## src/rtl/mem_pkg.sv

```systemverilog
// Shared types and defaults for the data-memory responder slice.
// Holds the FSM state encoding, the request opcode and the request decoder.
package mem_pkg;

    localparam int DATA_W_DEF = 8;
    localparam int ADDR_W_DEF = 8;
    localparam int CNT_W      = 4;

    typedef enum logic [1:0] {
        IDLE = 2'd0,
        WAIT = 2'd1,
        DONE = 2'd2
    } state_t;

    typedef enum logic [1:0] {
        OP_NONE = 2'd0,
        OP_RD   = 2'd1,
        OP_WR   = 2'd2
    } op_t;

    // Both strobes high is illegal and decodes to OP_NONE
    function automatic op_t decode_op(input logic rd, input logic wr);
        op_t op;
        case ({rd, wr})
            2'b10:   op = OP_RD;
            2'b01:   op = OP_WR;
            default: op = OP_NONE;
        endcase
        return op;
    endfunction

endpackage

```

## src/rtl/data_mem_responder_if.sv

```systemverilog
// Datapath-to-responder request/response bundle.
// The datapath drives the master side, the responder sits on the slave side.
interface data_mem_responder_if
    import mem_pkg::*;
#(
    parameter int DATA_W = DATA_W_DEF,
    parameter int ADDR_W = ADDR_W_DEF
) ();

    logic              read_mem;
    logic              write_mem;
    logic [ADDR_W-1:0] addr;
    logic [DATA_W-1:0] wdata;
    logic [DATA_W-1:0] rdata;
    logic              rdata_valid;
    logic              wr_ack;
    logic              stall;
    logic              err;

    modport master (
        output read_mem, write_mem, addr, wdata,
        input  rdata, rdata_valid, wr_ack, stall, err
    );

    modport slave (
        input  read_mem, write_mem, addr, wdata,
        output rdata, rdata_valid, wr_ack, stall, err
    );

endinterface

```

## src/rtl/mem_array.sv

```systemverilog
// Data storage: synchronous write, combinational read, no reset on contents.
module mem_array #(
    parameter int DATA_W = 8,
    parameter int IDX_W  = 8,
    parameter int DEPTH  = 256
) (
    input  logic              clk,
    input  logic              we,
    input  logic [IDX_W-1:0]  waddr,
    input  logic [DATA_W-1:0] wdata,
    input  logic [IDX_W-1:0]  raddr,
    output logic [DATA_W-1:0] rdata
);

    logic [DATA_W-1:0] mem_r [DEPTH];

    // Store port; contents deliberately survive reset
    always_ff @(posedge clk) begin
        if (we) begin
            mem_r[waddr] <= wdata;
        end
    end

    assign rdata = mem_r[raddr];

endmodule

```

## src/rtl/data_mem_responder.sv

```systemverilog
// Data-memory responder: captures one LB/STR request, waits WAIT_CYCLES,
// then commits the store or returns the load byte while stalling the pipeline.
module data_mem_responder
    import mem_pkg::*;
#(
    parameter int DATA_W      = DATA_W_DEF,
    parameter int ADDR_W      = ADDR_W_DEF,
    parameter int DEPTH       = 256,
    parameter int WAIT_CYCLES = 1
) (
    input  logic           clk,
    input  logic           rst_n,
    data_mem_responder_if.slave bus
);

    localparam int IDX_W = (DEPTH > 1) ? $clog2(DEPTH) : 1;
    localparam logic [CNT_W-1:0] WAIT_LOAD = CNT_W'(WAIT_CYCLES);
    localparam state_t CAPTURE_NEXT = (WAIT_CYCLES == 0) ? DONE : WAIT;

    function automatic logic in_range(input logic [ADDR_W-1:0] a);
        return ({1'b0, a} < (ADDR_W + 1)'(DEPTH));
    endfunction

    state_t            state_r, state_s;
    op_t               op_r, op_in_s, op_sel_s;
    logic [ADDR_W-1:0] addr_r, addr_sel_s;
    logic [DATA_W-1:0] wdata_r;
    logic [CNT_W-1:0]  cnt_r, cnt_s;
    logic [DATA_W-1:0] rdata_r, mem_rdata_s;
    logic              rdata_valid_r, wr_ack_r, err_done_r;
    logic              capture_s, stall_s, err_req_s, we_s;
    logic              done_next_s, range_next_s;

    assign op_in_s = decode_op(bus.read_mem, bus.write_mem);

    // In IDLE the access about to start comes straight from the bus
    assign op_sel_s   = (state_r == IDLE) ? op_in_s  : op_r;
    assign addr_sel_s = (state_r == IDLE) ? bus.addr : addr_r;

    // Next-state, counter and per-cycle control
    always_comb begin
        state_s   = state_r;
        cnt_s     = cnt_r;
        capture_s = 1'b0;
        stall_s   = 1'b0;
        err_req_s = 1'b0;
        we_s      = 1'b0;
        case (state_r)
            IDLE: begin
                if (bus.read_mem && bus.write_mem) begin
                    err_req_s = 1'b1;
                end else if (bus.read_mem || bus.write_mem) begin
                    stall_s   = 1'b1;
                    capture_s = 1'b1;
                    cnt_s     = WAIT_LOAD;
                    state_s   = CAPTURE_NEXT;
                end else begin
                    state_s = IDLE;
                end
            end
            WAIT: begin
                stall_s = 1'b1;
                cnt_s   = cnt_r - 4'd1;
                if (cnt_r <= 4'd1) begin
                    state_s = DONE;
                end else begin
                    state_s = WAIT;
                end
            end
            DONE: begin
                we_s    = (op_r == OP_WR) && in_range(addr_r);
                state_s = IDLE;
            end
            default: begin
                state_s = IDLE;
            end
        endcase
    end

    assign done_next_s  = (state_s == DONE);
    assign range_next_s = in_range(addr_sel_s);

    mem_array #(
        .DATA_W (DATA_W),
        .IDX_W  (IDX_W),
        .DEPTH  (DEPTH)
    ) u_mem_array (
        .clk   (clk),
        .we    (we_s),
        .waddr (addr_r[IDX_W-1:0]),
        .wdata (wdata_r),
        .raddr (addr_sel_s[IDX_W-1:0]),
        .rdata (mem_rdata_s)
    );

    // State, captured request and DONE-cycle outputs, registered one edge ahead
    always_ff @(posedge clk or negedge rst_n) begin
        if (!rst_n) begin
            state_r       <= IDLE;
            cnt_r         <= '0;
            op_r          <= OP_NONE;
            addr_r        <= '0;
            wdata_r       <= '0;
            rdata_r       <= '0;
            rdata_valid_r <= 1'b0;
            wr_ack_r      <= 1'b0;
            err_done_r    <= 1'b0;
        end else begin
            state_r <= state_s;
            cnt_r   <= cnt_s;
            if (capture_s) begin
                op_r    <= op_in_s;
                addr_r  <= bus.addr;
                wdata_r <= bus.wdata;
            end
            rdata_valid_r <= done_next_s && (op_sel_s == OP_RD);
            rdata_r       <= (done_next_s && (op_sel_s == OP_RD) && range_next_s)
                             ? mem_rdata_s : '0;
            wr_ack_r      <= done_next_s && (op_sel_s == OP_WR) && range_next_s;
            err_done_r    <= done_next_s && !range_next_s;
        end
    end

    // Same-cycle IDLE responses are masked so reset forces every output low
    assign bus.stall       = rst_n & stall_s;
    assign bus.err         = err_done_r | (rst_n & err_req_s);
    assign bus.rdata       = rdata_r;
    assign bus.rdata_valid = rdata_valid_r;
    assign bus.wr_ack      = wr_ack_r;

endmodule

```

## src/flat_wrapper.sv

```systemverilog
// flat-port wrapper written by rule: the top's interface ports become plain ports
module data_mem_responder_flat import mem_pkg::*;
#(
    parameter int DATA_W      = DATA_W_DEF,
    parameter int ADDR_W      = ADDR_W_DEF,
    parameter int DEPTH       = 256,
    parameter int WAIT_CYCLES = 1
)
  (clk, rst_n, bus_read_mem, bus_write_mem, bus_addr, bus_wdata, bus_rdata, bus_rdata_valid, bus_wr_ack, bus_stall, bus_err);
  data_mem_responder_if #(.DATA_W(DATA_W), .ADDR_W(ADDR_W)) bus_i ();
  input  logic clk;
  input  logic rst_n;
  input wire logic [$bits(bus_i.read_mem)-1:0] bus_read_mem;
  input wire logic [$bits(bus_i.write_mem)-1:0] bus_write_mem;
  input wire logic [$bits(bus_i.addr)-1:0] bus_addr;
  input wire logic [$bits(bus_i.wdata)-1:0] bus_wdata;
  output wire logic [$bits(bus_i.rdata)-1:0] bus_rdata;
  output wire logic [$bits(bus_i.rdata_valid)-1:0] bus_rdata_valid;
  output wire logic [$bits(bus_i.wr_ack)-1:0] bus_wr_ack;
  output wire logic [$bits(bus_i.stall)-1:0] bus_stall;
  output wire logic [$bits(bus_i.err)-1:0] bus_err;
  assign bus_i.read_mem = bus_read_mem;
  assign bus_i.write_mem = bus_write_mem;
  assign bus_i.addr = bus_addr;
  assign bus_i.wdata = bus_wdata;
  assign bus_rdata = bus_i.rdata;
  assign bus_rdata_valid = bus_i.rdata_valid;
  assign bus_wr_ack = bus_i.wr_ack;
  assign bus_stall = bus_i.stall;
  assign bus_err = bus_i.err;
  data_mem_responder #(.DATA_W(DATA_W), .ADDR_W(ADDR_W), .DEPTH(DEPTH), .WAIT_CYCLES(WAIT_CYCLES)) u_core (.clk(clk), .rst_n(rst_n), .bus(bus_i));
endmodule
```

## config.mk

```make
export PLATFORM = sky130hd
export DESIGN_NAME = data_mem_responder_flat
export DESIGN_NICKNAME = d
export VERILOG_FILES = /design/src/rtl/mem_pkg.sv /design/src/rtl/data_mem_responder_if.sv /design/src/rtl/mem_array.sv /design/src/rtl/data_mem_responder.sv /design/src/flat_wrapper.sv
export SDC_FILE = /design/constraint.sdc
export NUM_CORES = 2
export LEC_CHECK = 0
export CAP_MARGIN = 30
export CORE_UTILIZATION = 35
export DETAILED_ROUTE_END_ITERATION = 8
export PLACE_DENSITY = 0.58
export SETUP_SLACK_MARGIN = 0.2
export SLEW_MARGIN = 10
export SYNTH_ARGS = -nofsm -noshare
export SYNTH_HDL_FRONTEND = slang
export SYNTH_SLANG_ARGS = --single-unit
```

## constraint.sdc

```tcl
create_clock -name clk -period 6.6 [get_ports clk]
set_clock_uncertainty 0.1 [all_clocks]
set_input_delay 0.99 -clock clk [delete_from_list [all_inputs] [get_ports clk]]
set_output_delay 0.99 -clock clk [all_outputs]
set_load 0.01 [all_outputs]
```

==> run metrics <==
# H-tree levels 4; setup TNS 0 ns; Synth Register Bits 2,082; routed vias 50,513; Largest stage delay, worst path 0.69 ns; Least-Margin Pin Slew 1.32 ns; post-DR wirelength/cell 28.7 um; Final #Nets 5,542; endpoint class of the critical path flip-flop; Synthesized Nets 5,470; Die ar. 237,000 um2; crit path cell chain buf_4, o21ai_4, and2_4, buf_12, buf_12, buf_4, nand2_1, a31oi_1, a32oi_1, nand4_1, o21ai_0, buf_4, o22ai_1; GPL Wtd Cong 0.910; Worst VDD drop 0.485 mV; CTS Sinks 2,082; main flop type after synthesis edfxtp_1; CORE AREA 233,000 um2; most frequent cell on the critical path buf_4; clock buffer depth 3; CP top delay family compound AO/OA/AOI/OAI gates; Setup-failing EPs final 0; cell count after synthesis 5,444; Synth cell types 82; clk_lat worst skew 0.89 ns; fin util 0.399; CTS tree done; Total GRT Usage 0.210; vias per cell 5.73; mux cell area share after synthesis 0.0519; Pre-antenna DRT Iters 6; DR DRC count 0; CP Max Fanout 51; compound-gate portion of the synthesized area 0.0650; dpl hpwl 155 mm; drt total wl 253 mm; Post CTS Setup Buffer Count 0; Hold Buf Count CTS 0; CP bufs+invs 5; sequential share of the synthesized area 0.757; largest family of logic cells by synthesized area simple AND/OR/NAND/NOR gates; Worst Setup Path Type reg -> reg; die width 487 um; unrepaired setup endpoints after global routing false; Num CTS Buffers 205; Routed Antenna Nets 0; clock slew at reported path FFs 0.06 ns; # port buffers 31; Synth async-reset ratio 0.0163; EDFF count, synth 2,048; Initial Util 0.353; first-pass GRT wire length 359 mm; largest net degree at the start of global routing 206; fmax 192 MHz; ratio of cells with drive above 1 in the final layout 0.110; Ports 32; Final Slew Violations 0; Hold Crit Class in -> async; final cell count without fillers 8,823; Req. time, crit path 7.28 ns; Synth Area in Simple Gates 0.101; Crit-path slowest cell and2_4; post-synthesis adder-cell area fraction 0.000911; Worst EP arrival 5.90 ns; post-cts sizing count 0; Maximum Capacitance Violations 0; Fin. Hold Viols 0; Tcrit/Tclk final 0.790; Area Growth Syn to Fin 13.0%; initial antenna violation count 16; root buffer cell clkbuf_16; syn avg cell area 15.1 um2; placed insts 8,414; Ys Warns 0; Period minus WS final 5.22 ns; Leak 29.5 nW; Rows 177; outcome complete, no violations; grt ovf 0; Iteration-0 DRC Markers 7,159; vias in the first global route 47,792; slew margin rel. 0.121; Netlist Area Pre-Place 82,400 um2; total power per unit cell area 488 nW/um2; Die Y 487 um; XOR/XNOR share of the synthesized area 0; CP Launch Type flip-flop
-- cells in the final DEF (no fill, tap or decap), drive strengths merged, types with 9 or more instances in the layout --
| cell | instances |
|---|---|
| a311oi | 48 |
| a21oi | 144 |
| buf | 192 |
| a221oi | 22 |
| clkdlybuf4s50 | 30 |
| a211oi | 73 |
| a31oi | 118 |
| nand2b | 11 |
| nor2 | 316 |
| edfxtp | 2048 |
| nor4 | 12 |
| nor3 | 23 |
| bufinv | 12 |
| nand2 | 1131 |
| dfrtp | 34 |
| mux2i | 132 |
| mux4 | 116 |
| diode | 9 |
| nand3 | 321 |
| inv | 12 |
| mux2 | 22 |
| o22ai | 27 |
| nand4 | 45 |
| a22oi | 31 |
| clkbuf | 270 |
| and3 | 67 |
| a32oi | 148 |
| o21ai | 64 |
| a22o | 12 |
| o2111ai | 9 |
| clkinv | 80 |
| o211ai | 16 |
-- metal layers --
layer	part of all wire	global-route usage	wire length, um	vias up
li1	-	-	-	21154
met1	0.40	0.291	101000	25948
met2	0.45	0.318	114000	2891
met3	0.098	0.0382	24800	514
met4	0.049	0.101	12500	6
met5	0.00019	0	48	-
-- layout make-up --
cell class / count / area [um2]
well taps: 3132 / 3920
diodes: 9 / 22.5
repair buffers: 222 / 2180
flip-flops and latches: 2082 / 62400
multi-input cells: 2999 / 18200
inverters: 6 / 22.5
clock inverters: 103 / 991
clock buffers: 270 / 5390
fillers: 21163 / 140000
-- per-stage QoR --
stage               total power, mW  worst slack (ns)  cell area [um2]  hold WS (ns)
floorplan                      27.6              2.52            82400         0.365
global placement               33.9             0.913            86400         0.385
detailed placement             34.1              1.13            86500         0.394
CTS                            45.3              1.53            92900        0.0749
global route                   46.8              1.40            93100         0.133
finish                         45.5              1.38            93200         0.127
-- cell families (layout without fill, tap and decap cells) --
group / Yosys count / count (layout)
flops: 2082 / 2082
simple gates: 1966 / 1966
compound gates: 757 / 757
buf+inv: 363 / 601
mux: 270 / 270
fa+ha+maj: 6 / 6
other cells: 0 / 9
-- flip-flops by register name (all words and copies together) (netlist names) --
register                  cells
u_core.state_r                2
u_core.bus.rdata              8
u_core.u_mem_array.mem_r   2048
u_core.addr_r                 8
u_core.bus.wr_ack             1
u_core.op_r                   2
u_core.cnt_r                  4
u_core.wdata_r                8
u_core.bus.rdata_valid        1
-- Yosys cell counts (all sizes together) (5+ instances only) --
master	n	area, um2
a21oi	144	721
nor2	316	1190
o211ai	16	120
a22oi	31	233
clkbuf	136	521
o21ai	64	324
nand3	321	1610
o2111ai	9	78.8
a221oi	22	193
nor4	12	75.1
a2111oi	7	67.6
nand2	1131	4260
and2	6	37.5
buf	221	1460
nand2b	11	68.8
mux2i	132	1330
o22ai	27	169
a22o	12	105
a31oi	118	744
nor3	23	115
nor2b	5	31.3
dfrtp	34	851
ha	6	75.1
nand4	45	282
mux2	22	248
a311oi	48	420
o21a	6	45.0
edfxtp	2048	61500
a211oi	73	548
a32oi	148	1300
inv	6	22.5
mux4	116	2700
and3	67	419
-- report_power, final --
group	internal [mW]	switching, mW
logic	4.65	12.2
registers	16.6	0.698
clock network	6.24	5.06
-- path summary, 6_finish.rpt --
kind | to | startpoint | slack [ns] | depth (start not counted)
max in group asynchronous | u_core.wdata_r[4]$_DFFE_PN0P_ | rst_n | 5.78 | 2
min reg2reg | u_core.cnt_r[1]$_DFFE_PN0P_ | u_core.cnt_r[1]$_DFFE_PN0P_ | 0.40 | 2
max reg2reg | u_core.bus.rdata[7]$_DFF_PN0_ | u_core.state_r[0]$_DFF_PN0_ | 1.38 | 13
min | u_core.cnt_r[3]$_DFFE_PN0P_ | rst_n | 0.13 | 2
min in group clk | u_core.cnt_r[1]$_DFFE_PN0P_ | u_core.cnt_r[1]$_DFFE_PN0P_ | 0.40 | 2
max | u_core.bus.rdata[7]$_DFF_PN0_ | u_core.state_r[0]$_DFF_PN0_ | 1.38 | 13
No activity file was read; power rests on OpenSTA's default activity.
